==> config.mk <==
export PLATFORM = sky130hd
export DESIGN_NAME = seq_detect_param_flat
export DESIGN_NICKNAME = d
export VERILOG_FILES = /design/src/rtl/seq_detect_param_if.sv /design/src/rtl/seq_detect_param.sv /design/src/flat_wrapper.sv
export SDC_FILE = /design/constraint.sdc
export NUM_CORES = 1
export LEC_CHECK = 0
export CAP_MARGIN = 20
export CORE_MARGIN = 4
export CORE_UTILIZATION = 40
export DETAILED_ROUTE_END_ITERATION = 8
export GPL_TIMING_DRIVEN = 1
export HOLD_SLACK_MARGIN = 0.02
export RECOVER_POWER = 100
export REMOVE_ABC_BUFFERS = 1
export SLEW_MARGIN = 5
export SYNTH_ARGS = -nofsm -noshare
export SYNTH_HDL_FRONTEND = slang
export SYNTH_SLANG_ARGS = --single-unit
==> constraint.sdc <==
create_clock -name clk -period 2.8 [get_ports clk]
set_clock_uncertainty 0.2 [all_clocks]
set_input_delay 0.28 -clock clk [delete_from_list [all_inputs] [get_ports clk]]
set_output_delay 0.28 -clock clk [all_outputs]
set_load 0.005 [all_outputs]
==> src/rtl/seq_detect_param_if.sv <==
// seq_detect_param_if: serial bit stream, run-time config and match outputs of the pattern detector
interface seq_detect_param_if #(
  parameter int PAT_W = 8,
  parameter int CNT_W = 8
);
  localparam int LEN_W = $clog2(PAT_W + 1);
  logic             din;
  logic             din_vld;
  logic [PAT_W-1:0] cfg_pat;
  logic [LEN_W-1:0] cfg_len;
  logic             cfg_ovl;
  logic             cfg_load;
  logic             cnt_clr;
  logic             match;
  logic             armed;
  logic [CNT_W-1:0] match_cnt;
  modport master (output din, din_vld, cfg_pat, cfg_len, cfg_ovl, cfg_load, cnt_clr,
                  input match, armed, match_cnt);
  modport slave  (input din, din_vld, cfg_pat, cfg_len, cfg_ovl, cfg_load, cnt_clr,
                  output match, armed, match_cnt);
endinterface

==> src/rtl/seq_detect_param.sv <==
// seq_detect_param: programmable serial pattern detector with overlap mode and saturating match counter
module seq_detect_param #(
  parameter int               PAT_W   = 8,
  parameter int               CNT_W   = 8,
  parameter logic [PAT_W-1:0] RST_PAT = 8'b0010_1010,
  parameter int               RST_LEN = 6,
  parameter int               RST_OVL = 1
) (
  input logic             clk,
  input logic             rst,
  seq_detect_param_if.slave bus
);
  localparam int LEN_W = $clog2(PAT_W + 1);
  localparam logic [LEN_W-1:0] RST_LEN_C = (RST_LEN > PAT_W) ? LEN_W'(PAT_W) : LEN_W'(RST_LEN);
  logic [PAT_W-1:0] pat_r, hist, hist_nx, mask;
  logic [LEN_W-1:0] len_r, fill, fill_inc, fill_nx;
  logic             ovl_r, hit;
  always_comb begin
    hist_nx  = {hist[PAT_W-2:0], bus.din};
    fill_inc = (fill == len_r) ? fill : fill + 1'b1;
    mask     = '0;
    for (int i = 0; i < PAT_W; i++) mask[i] = (i < int'(len_r));
    // only the low len_r bits of the window take part in the compare
    hit      = bus.din_vld && !bus.cfg_load && (len_r != '0) && (fill_inc == len_r) &&
               (((hist_nx ^ pat_r) & mask) == '0);
    fill_nx  = (hit && !ovl_r) ? '0 : fill_inc;
  end
  always_ff @(posedge clk) begin
    if (rst) begin
      pat_r         <= RST_PAT;
      len_r         <= RST_LEN_C;
      ovl_r         <= 1'(RST_OVL);
      hist          <= '0;
      fill          <= '0;
      bus.match     <= 1'b0;
      bus.armed     <= 1'b0;
      bus.match_cnt <= '0;
    end else begin
      bus.match <= hit;
      if (bus.cfg_load) begin
        pat_r     <= bus.cfg_pat;
        len_r     <= (bus.cfg_len > LEN_W'(PAT_W)) ? LEN_W'(PAT_W) : bus.cfg_len;
        ovl_r     <= bus.cfg_ovl;
        hist      <= '0;
        fill      <= '0;
        bus.armed <= 1'b0;
      end else if (bus.din_vld) begin
        hist      <= hist_nx;
        fill      <= fill_nx;
        bus.armed <= (len_r != '0) && (fill_nx == len_r);
      end
      // clear wins over a coincident hit; the hit still pulses match
      if (bus.cnt_clr) bus.match_cnt <= '0;
      else if (hit && bus.match_cnt != '1) bus.match_cnt <= bus.match_cnt + 1'b1;
    end
  end
endmodule
==> src/flat_wrapper.sv <==
// flat-port wrapper written by rule: the top's interface ports become plain ports
module seq_detect_param_flat 
#(
  parameter int               PAT_W   = 8,
  parameter int               CNT_W   = 8,
  parameter logic [PAT_W-1:0] RST_PAT = 8'b0010_1010,
  parameter int               RST_LEN = 6,
  parameter int               RST_OVL = 1
)
  (clk, rst, bus_din, bus_din_vld, bus_cfg_pat, bus_cfg_len, bus_cfg_ovl, bus_cfg_load, bus_cnt_clr, bus_match, bus_armed, bus_match_cnt);
  seq_detect_param_if #(.PAT_W(PAT_W), .CNT_W(CNT_W)) bus_i ();
  input logic clk;
  input logic rst;
  input wire logic [$bits(bus_i.din)-1:0] bus_din;
  input wire logic [$bits(bus_i.din_vld)-1:0] bus_din_vld;
  input wire logic [$bits(bus_i.cfg_pat)-1:0] bus_cfg_pat;
  input wire logic [$bits(bus_i.cfg_len)-1:0] bus_cfg_len;
  input wire logic [$bits(bus_i.cfg_ovl)-1:0] bus_cfg_ovl;
  input wire logic [$bits(bus_i.cfg_load)-1:0] bus_cfg_load;
  input wire logic [$bits(bus_i.cnt_clr)-1:0] bus_cnt_clr;
  output wire logic [$bits(bus_i.match)-1:0] bus_match;
  output wire logic [$bits(bus_i.armed)-1:0] bus_armed;
  output wire logic [$bits(bus_i.match_cnt)-1:0] bus_match_cnt;
  assign bus_i.din = bus_din;
  assign bus_i.din_vld = bus_din_vld;
  assign bus_i.cfg_pat = bus_cfg_pat;
  assign bus_i.cfg_len = bus_cfg_len;
  assign bus_i.cfg_ovl = bus_cfg_ovl;
  assign bus_i.cfg_load = bus_cfg_load;
  assign bus_i.cnt_clr = bus_cnt_clr;
  assign bus_match = bus_i.match;
  assign bus_armed = bus_i.armed;
  assign bus_match_cnt = bus_i.match_cnt;
  seq_detect_param #(.PAT_W(PAT_W), .CNT_W(CNT_W), .RST_PAT(RST_PAT), .RST_LEN(RST_LEN), .RST_OVL(RST_OVL)) u_core (.clk(clk), .rst(rst), .bus(bus_i));
endmodule
==> impl_metrics.py <==
metrics = {
    "status": {
        "status": "finished clean",
    },
    "clock_network": {
        "clkSinkCount": 34,
        "insertion_delay_ps": 280,
        "cts_hold_buf": 0,
        "cts.path.max_buffers": 2,
        "post_cts_buffers": 0,
        "cts_resized": 0,
        "clock-root-buffer": "clkbuf_8",
        "cts.htree.levels": 2,
        "clkSlewWorstSetupHoldPaths_ps": 70,
        "numCtsBuffers": 5,
        "cts_tree": "built",
    },
    "logic_synthesis": {
        "synth_mux_area_share_pct": 7.36,
        "synthTopCellsByCount": "dfxtp_1 (34), nor2_1 (25), nand2_1 (15)",
        "netlist_area_mm2": 0.00177,
        "synth_top_area_cell": "dfxtp_1",
        "synth_top_family_by_area": "simple AND/OR/NAND/NOR gates",
        "synthesis.instances": 202,
        "yosys.area_share.simple_pct": 21.9,
        "synth_compound_area_share_pct": 17.7,
        "post_synth_xor_area_fraction_pct": 8.70,
        "synthAdderAreaFrac_pct": 1.42,
        "synth_edf_count": 0,
        "synth-seq-cells": 34,
        "syn_area_per_cell_um2": 8.75,
        "seq_area_frac_synth_pct": 38.5,
        "yosysMostFrequentCell": "dfxtp_1",
        "ys_top_cells_by_area": "dfxtp_1 (38%), mux2i_1 (7.4%), nor2_1 (5.3%), xor2_1 (3.5%), nand2_1 (3.2%)",
        "synth_top_area_share_pct": 38.5,
        "async_reset_ff_share_pct": 0,
        "synthFlopType": "dfxtp_1",
        "yosysUniqueCellTypes": 45,
        "yosys_warnings": 0,
    },
    "layout": {
        "antenna_cells": 0,
        "syn2layout_area_growth_pct": 22.6,
        "drive_gt1_share_pct": 7.39,
        "fin_cells": 280,
        "nets": 250,
    },
    "place": {
        "dp_hpwl_mm": 3.07,
        "port_buffers": 28,
        "gp_congestion": 0.875,
        "place_inst": 272,
    },
    "worst_setup_path": {
        "crit_type": "reg2reg",
        "path_buf_inv": 0,
        "reg2reg_slack_ps": 200,
        "crit_path_start_kind": "flip-flop",
        "critPathMaxStageDelay_ps": 550,
        "crit_chain": "xnor2_2, xor2_1, o41ai_4, nand4b_2, or4_1, a21oi_1",
        "crit_slowest_cell": "dfxtp_1",
        "crit_arrival_ps": 2600,
        "crit_family": "simple AND/OR/NAND/NOR gates",
        "cp-end-kind": "flip-flop",
        "worst-path-max-fanout": 12,
        "critical_path_required_ps": 2810,
    },
    "pwr": {
        "ir_drop_v": 0.000386,
        "p_leak_nw": 0.836,
        "powerDensity_mw_per_mm2": 465,
    },
    "grt": {
        "grt-ovfl-total": 0,
        "first_global_vias": 1423,
        "antenna_found_initial": 0,
        "grt_pass1_wl_mm": 6.62,
        "grt_use_total_pct": 15.5,
        "grt_max_degree": 21,
    },
    "timing": {
        "finalHoldViolCount": 0,
        "finalSetupViolations": 0,
        "setup_tns_ps": 0,
        "fin_crit_sh_pct": 92.8,
        "fmax_mhz": 385,
        "worst_slew_pin_slew_ps": 994,
        "final.min_clock_period_ps": 2600,
        "drv_slew": 0,
        "slew_headroom_pct": 33.7,
        "rsz0062_at_grt": "no",
    },
    "floorplanning": {
        "design.portCount": 29,
        "dieHeight_um": 74.5,
        "die_w_um": 74.5,
        "start_util_pct": 42.7,
        "core.rowCount": 23,
        "die_area_mm2": 0.00555,
        "core_mm2": 0.00414,
    },
    "drt": {
        "drt_iter0_markers": 100,
        "ant_nets": 0,
        "wirelength_mm": 4.03,
        "wl_per_cell_um": 14.4,
        "vias": 1543,
        "first_pass_iters": 4,
        "drc": 0,
        "vias_per_cell": 5.51,
    },
    "flow_run": {
        "cap_violations": 0,
    },
    "hold_path": {
        "hp-class": "reg2reg",
    },
}
## metal layers
layer	vias to the layer above	part of all wire (%)	GRT usage, %
met5	-	0	0
met4	0	0.84	4.94
met3	4	4.7	4.59
met2	28	48	24.3
met1	735	46	20.4
li1	776	-	-
## area by class of cell
type                            instances  area (um^2)
Clock inverter                          1         5.00
Inverter                                5         18.8
Fill cell                             397         1980
Clock buffer                            7         86.3
Timing Repair Buffer                   32          307
Sequential cell                        34          681
Tap cell                               50         62.6
Multi-Input combinational cell        151         1010
## worst paths after layout
| check | from | end | depth (start not counted) |
|---|---|---|---|
| min | u_core.bus.match_cnt[1] | u_core.bus.match_cnt[1] | 2 |
| max reg2reg | u_core.len_r[3] | u_core.bus.match_cnt[5] | 6 |
| min reg2reg | u_core.bus.match_cnt[1] | u_core.bus.match_cnt[1] | 2 |
| max | u_core.len_r[3] | u_core.bus.match_cnt[5] | 6 |
## metrics by stage
| stage | hold WS (ps) | setup slack [ps] | utilization (%) | power, W | cell area [um^2] |
|---|---|---|---|---|---|
| 6_report | 301 | 202 | 52.3 | 0.00101 | 2170 |
| 5_1_grt | 342 | 50.9 | 52.3 | 0.00106 | 2170 |
| 4_1_cts | 311 | 229 | 52.4 | 0.00102 | 2170 |
| 3_5_place_dp | 302 | 174 | 50.2 | 0.000651 | 2080 |
| 3_3_place_gp | 282 | 263 | 50.2 | 0.000647 | 2080 |
| 2_1_floorplan | 152 | 503 | - | 0.000590 | 1710 |
## power by group
| part | internal, W | switching, W | total (W) |
|---|---|---|---|
| sequential | 0.000497 | 0.0000184 | 0.000516 |
| combinational | 0.0000640 | 0.0000596 | 0.000124 |
| clock | 0.000198 | 0.000170 | 0.000368 |
## cell families (layout without fill, tap and decap cells)
logic type / count (synthesis) / count (layout)
AOI/OAI and AO/OA: 44 / 44
xor gates and xnor gates: 15 / 15
adders and majority gates: 2 / 2
buffers and inverters: 17 / 45
DFF: 34 / 34
muxes: 13 / 13
and+or+nand+nor: 77 / 77
## cells in the final DEF (no fill, tap or decap), drive strengths merged, types with 3 or more instances in the layout
cell type	netlist	final
clkbuf	5	8
or2	3	3
a211oi	3	3
nand2	15	15
o31ai	4	4
or4	3	3
xor2	7	7
nand3	8	8
clkdlybuf4s50	0	17
xnor2	8	8
a31oi	3	3
nor3	4	4
nor2	25	25
dlygate4sd3	0	11
nor2b	6	6
o21ai	9	9
a21oi	9	9
or3	3	3
mux2i	13	13
buf	7	3
inv	5	5
dfxtp	34	34
a211o	4	4
## sequential cells by signal, indices dropped and copies added, names as in the netlist
| register | count |
|---|---|
| u_core.bus.match_cnt | 8 |
| u_core.pat_r | 8 |
| u_core.hist | 7 |
| u_core.fill | 4 |
| u_core.len_r | 4 |
| u_core.bus.armed | 1 |
| u_core.bus.match | 1 |
| u_core.ovl_r | 1 |
## worst min-delay path: stages, from the launching register on
cell and delay (ps):
dfxtp_1 340, nand3_1 70, o21ai_1 60
No activity file was read; power rests on OpenSTA's default activity.
==> edit: new RTL, same settings <==
`CNT_W` is set to 8 in 3 places; all go to 7.
--- a/src/rtl/seq_detect_param_if.sv
+++ b/src/rtl/seq_detect_param_if.sv
@@ -1,7 +1,7 @@
 // seq_detect_param_if: serial bit stream, run-time config and match outputs of the pattern detector
 interface seq_detect_param_if #(
   parameter int PAT_W = 8,
-  parameter int CNT_W = 8
+  parameter int CNT_W = 7
 );
   localparam int LEN_W = $clog2(PAT_W + 1);
   logic             din;
--- a/src/rtl/seq_detect_param.sv
+++ b/src/rtl/seq_detect_param.sv
@@ -1,7 +1,7 @@
 // seq_detect_param: programmable serial pattern detector with overlap mode and saturating match counter
 module seq_detect_param #(
   parameter int               PAT_W   = 8,
-  parameter int               CNT_W   = 8,
+  parameter int               CNT_W   = 7,
   parameter logic [PAT_W-1:0] RST_PAT = 8'b0010_1010,
   parameter int               RST_LEN = 6,
   parameter int               RST_OVL = 1
--- a/src/flat_wrapper.sv
+++ b/src/flat_wrapper.sv
@@ -2,7 +2,7 @@
 module seq_detect_param_flat 
 #(
   parameter int               PAT_W   = 8,
-  parameter int               CNT_W   = 8,
+  parameter int               CNT_W   = 7,
   parameter logic [PAT_W-1:0] RST_PAT = 8'b0010_1010,
   parameter int               RST_LEN = 6,
   parameter int               RST_OVL = 1
Interface: changed (resized bus_match_cnt); port bits go from 29 to 28. No check against the original RTL was run, so the function may have changed too.
==> edit against the unedited design <==
Wire length down 2.4%. Power fell by 6.0%. Setup slack worse by 0.057 ns. Final cell count down 1.4%. Count of clock-buffer cells in the layout fell by 2. Area after synthesis stayed put. Cell area shrank 0.29%. Sequential cell count is 1 lower. Via count decreased by 1.9%. Largest power group unchanged.
==> edit: results (changes against the unedited design) <==
Leak -> 0.880 nW (+5.3%)
# diodes -> 0 (unchanged)
Critical path fanouts, max -> 8 (-4)
Vias in the first global route -> 1,406 (-1.2%)
Crit path DAT -> 2.61 ns (about the same)
Register area share after synthesis -> 37.4% (-1.1 points)
Power Density -> 438 mW/mm² (-5.7%)
Nets -> 248 (-0.80%)
Sequential cells -> 33 (-2.9%)
Hpwl dp -> 2940 µm (-4.4%)
Placed cell area -> 0.00209 mm² (+0.54%)
Syn Area/Cell -> 8.93 µm² (+2.0%)
Placer Congestion -> 0.875 (about the same)
Slew @ Worst Pin -> 0.982 ns (-0.0125 ns)
Met3 WL -> 179 µm (-4.8%)
Fillers -> 404 (+1.8%)
Number of multi-input combinational cells -> 145 (-4.0%)
Post-synth top cells -> dfxtp_1 (33), nor2_1 (23), mux2i_1 (17), nand2_1 (17), xor2_1 (13)
Status -> finished, final reports clean
Clock buffer count -> 5 (-2)
Layout cell share with drive strength beyond 1 -> 9.29% (+1.9 points)
Met2 Wirelength -> 1860 µm (-4.5%)
Post-route insts no fill -> 276 (-1.4%)
PortBufs -> 27 (-3.6%)
Multi-input logic area -> 0.00102 mm² (+1.1%)
CP startpoint -> u_core.len_r[2]$_SDFFE_PP1P_
Placed Cells -> 270 (-0.74%)
Post-Place Worst Slack -> 0.154 ns (-0.0197 ns)
Non-clk invs -> 9 (+4)
Hold Path Origin -> u_core.bus.armed$_SDFFE_PP0P_
Max stage delay on crit path -> 0.52 ns (-0.03 ns)
Number of DRC markers in iteration 0 -> 67 (-33%)
Synth top area cells -> dfxtp_1 (37%), mux2i_1 (9.6%), xor2_1 (6.4%)
Distinct cells, synth -> 43 (-4.4%)
Clock-cell share of area -> 3.41% (-0.80 points)
CP max stage cell -> or4b_4
Min Hold Slack -> 0.278 ns (-0.0226 ns)
Min Tclk post-route -> 2.65 ns (+0.0569 ns)
R2R cell count -> 7 (+1)
Pin count of the biggest net entering global routing -> 18 (-14%)
Hold Path End -> u_core.bus.armed$_SDFFE_PP0P_
Non-Clock Buffer Count -> 33 (+3.1%)
Worst Setup EP -> u_core.fill[3]$_SDFFE_PP0P_
Wire per inst -> 14.3 µm (-0.94%)
Cell family with most CP delay -> compound AO/OA/AOI/OAI gates
First-pass GRT wire length -> 6310 µm (-4.6%)
==> edit: logic make-up (layout without fill, tap and decap cells) <==
logic type	after synthesis	in the layout	share of synthesized area [%]
XOR/XNOR	18	18	8.92
AO/OA/AOI/OAI	42	42	19.0
buffers and inverters	20	48	4.95
adder cells (fa/ha/maj)	2	2	1.42
multiplexers	17	17	9.62
flip-flops	33	33	37.4
AND/OR/NAND/NOR	66	66	18.8
==> edit: per-layer routing <==
layer / vias up / track usage (%)
met5: - / 0
met1: 714 / 19.2
met2: 32 / 23.8
li1: 760 / -
met4: 0 / 7.51
met3: 7 / 3.51
==> edit: report_power, final <==
| part | internal (W) | leakage [nW] | switching, W |
|---|---|---|---|
| sequential | 0.000483 | 0.269 | 0.0000159 |
| clock | 0.000163 | 0.0399 | 0.000159 |
| combinational | 0.0000627 | 0.571 | 0.0000632 |
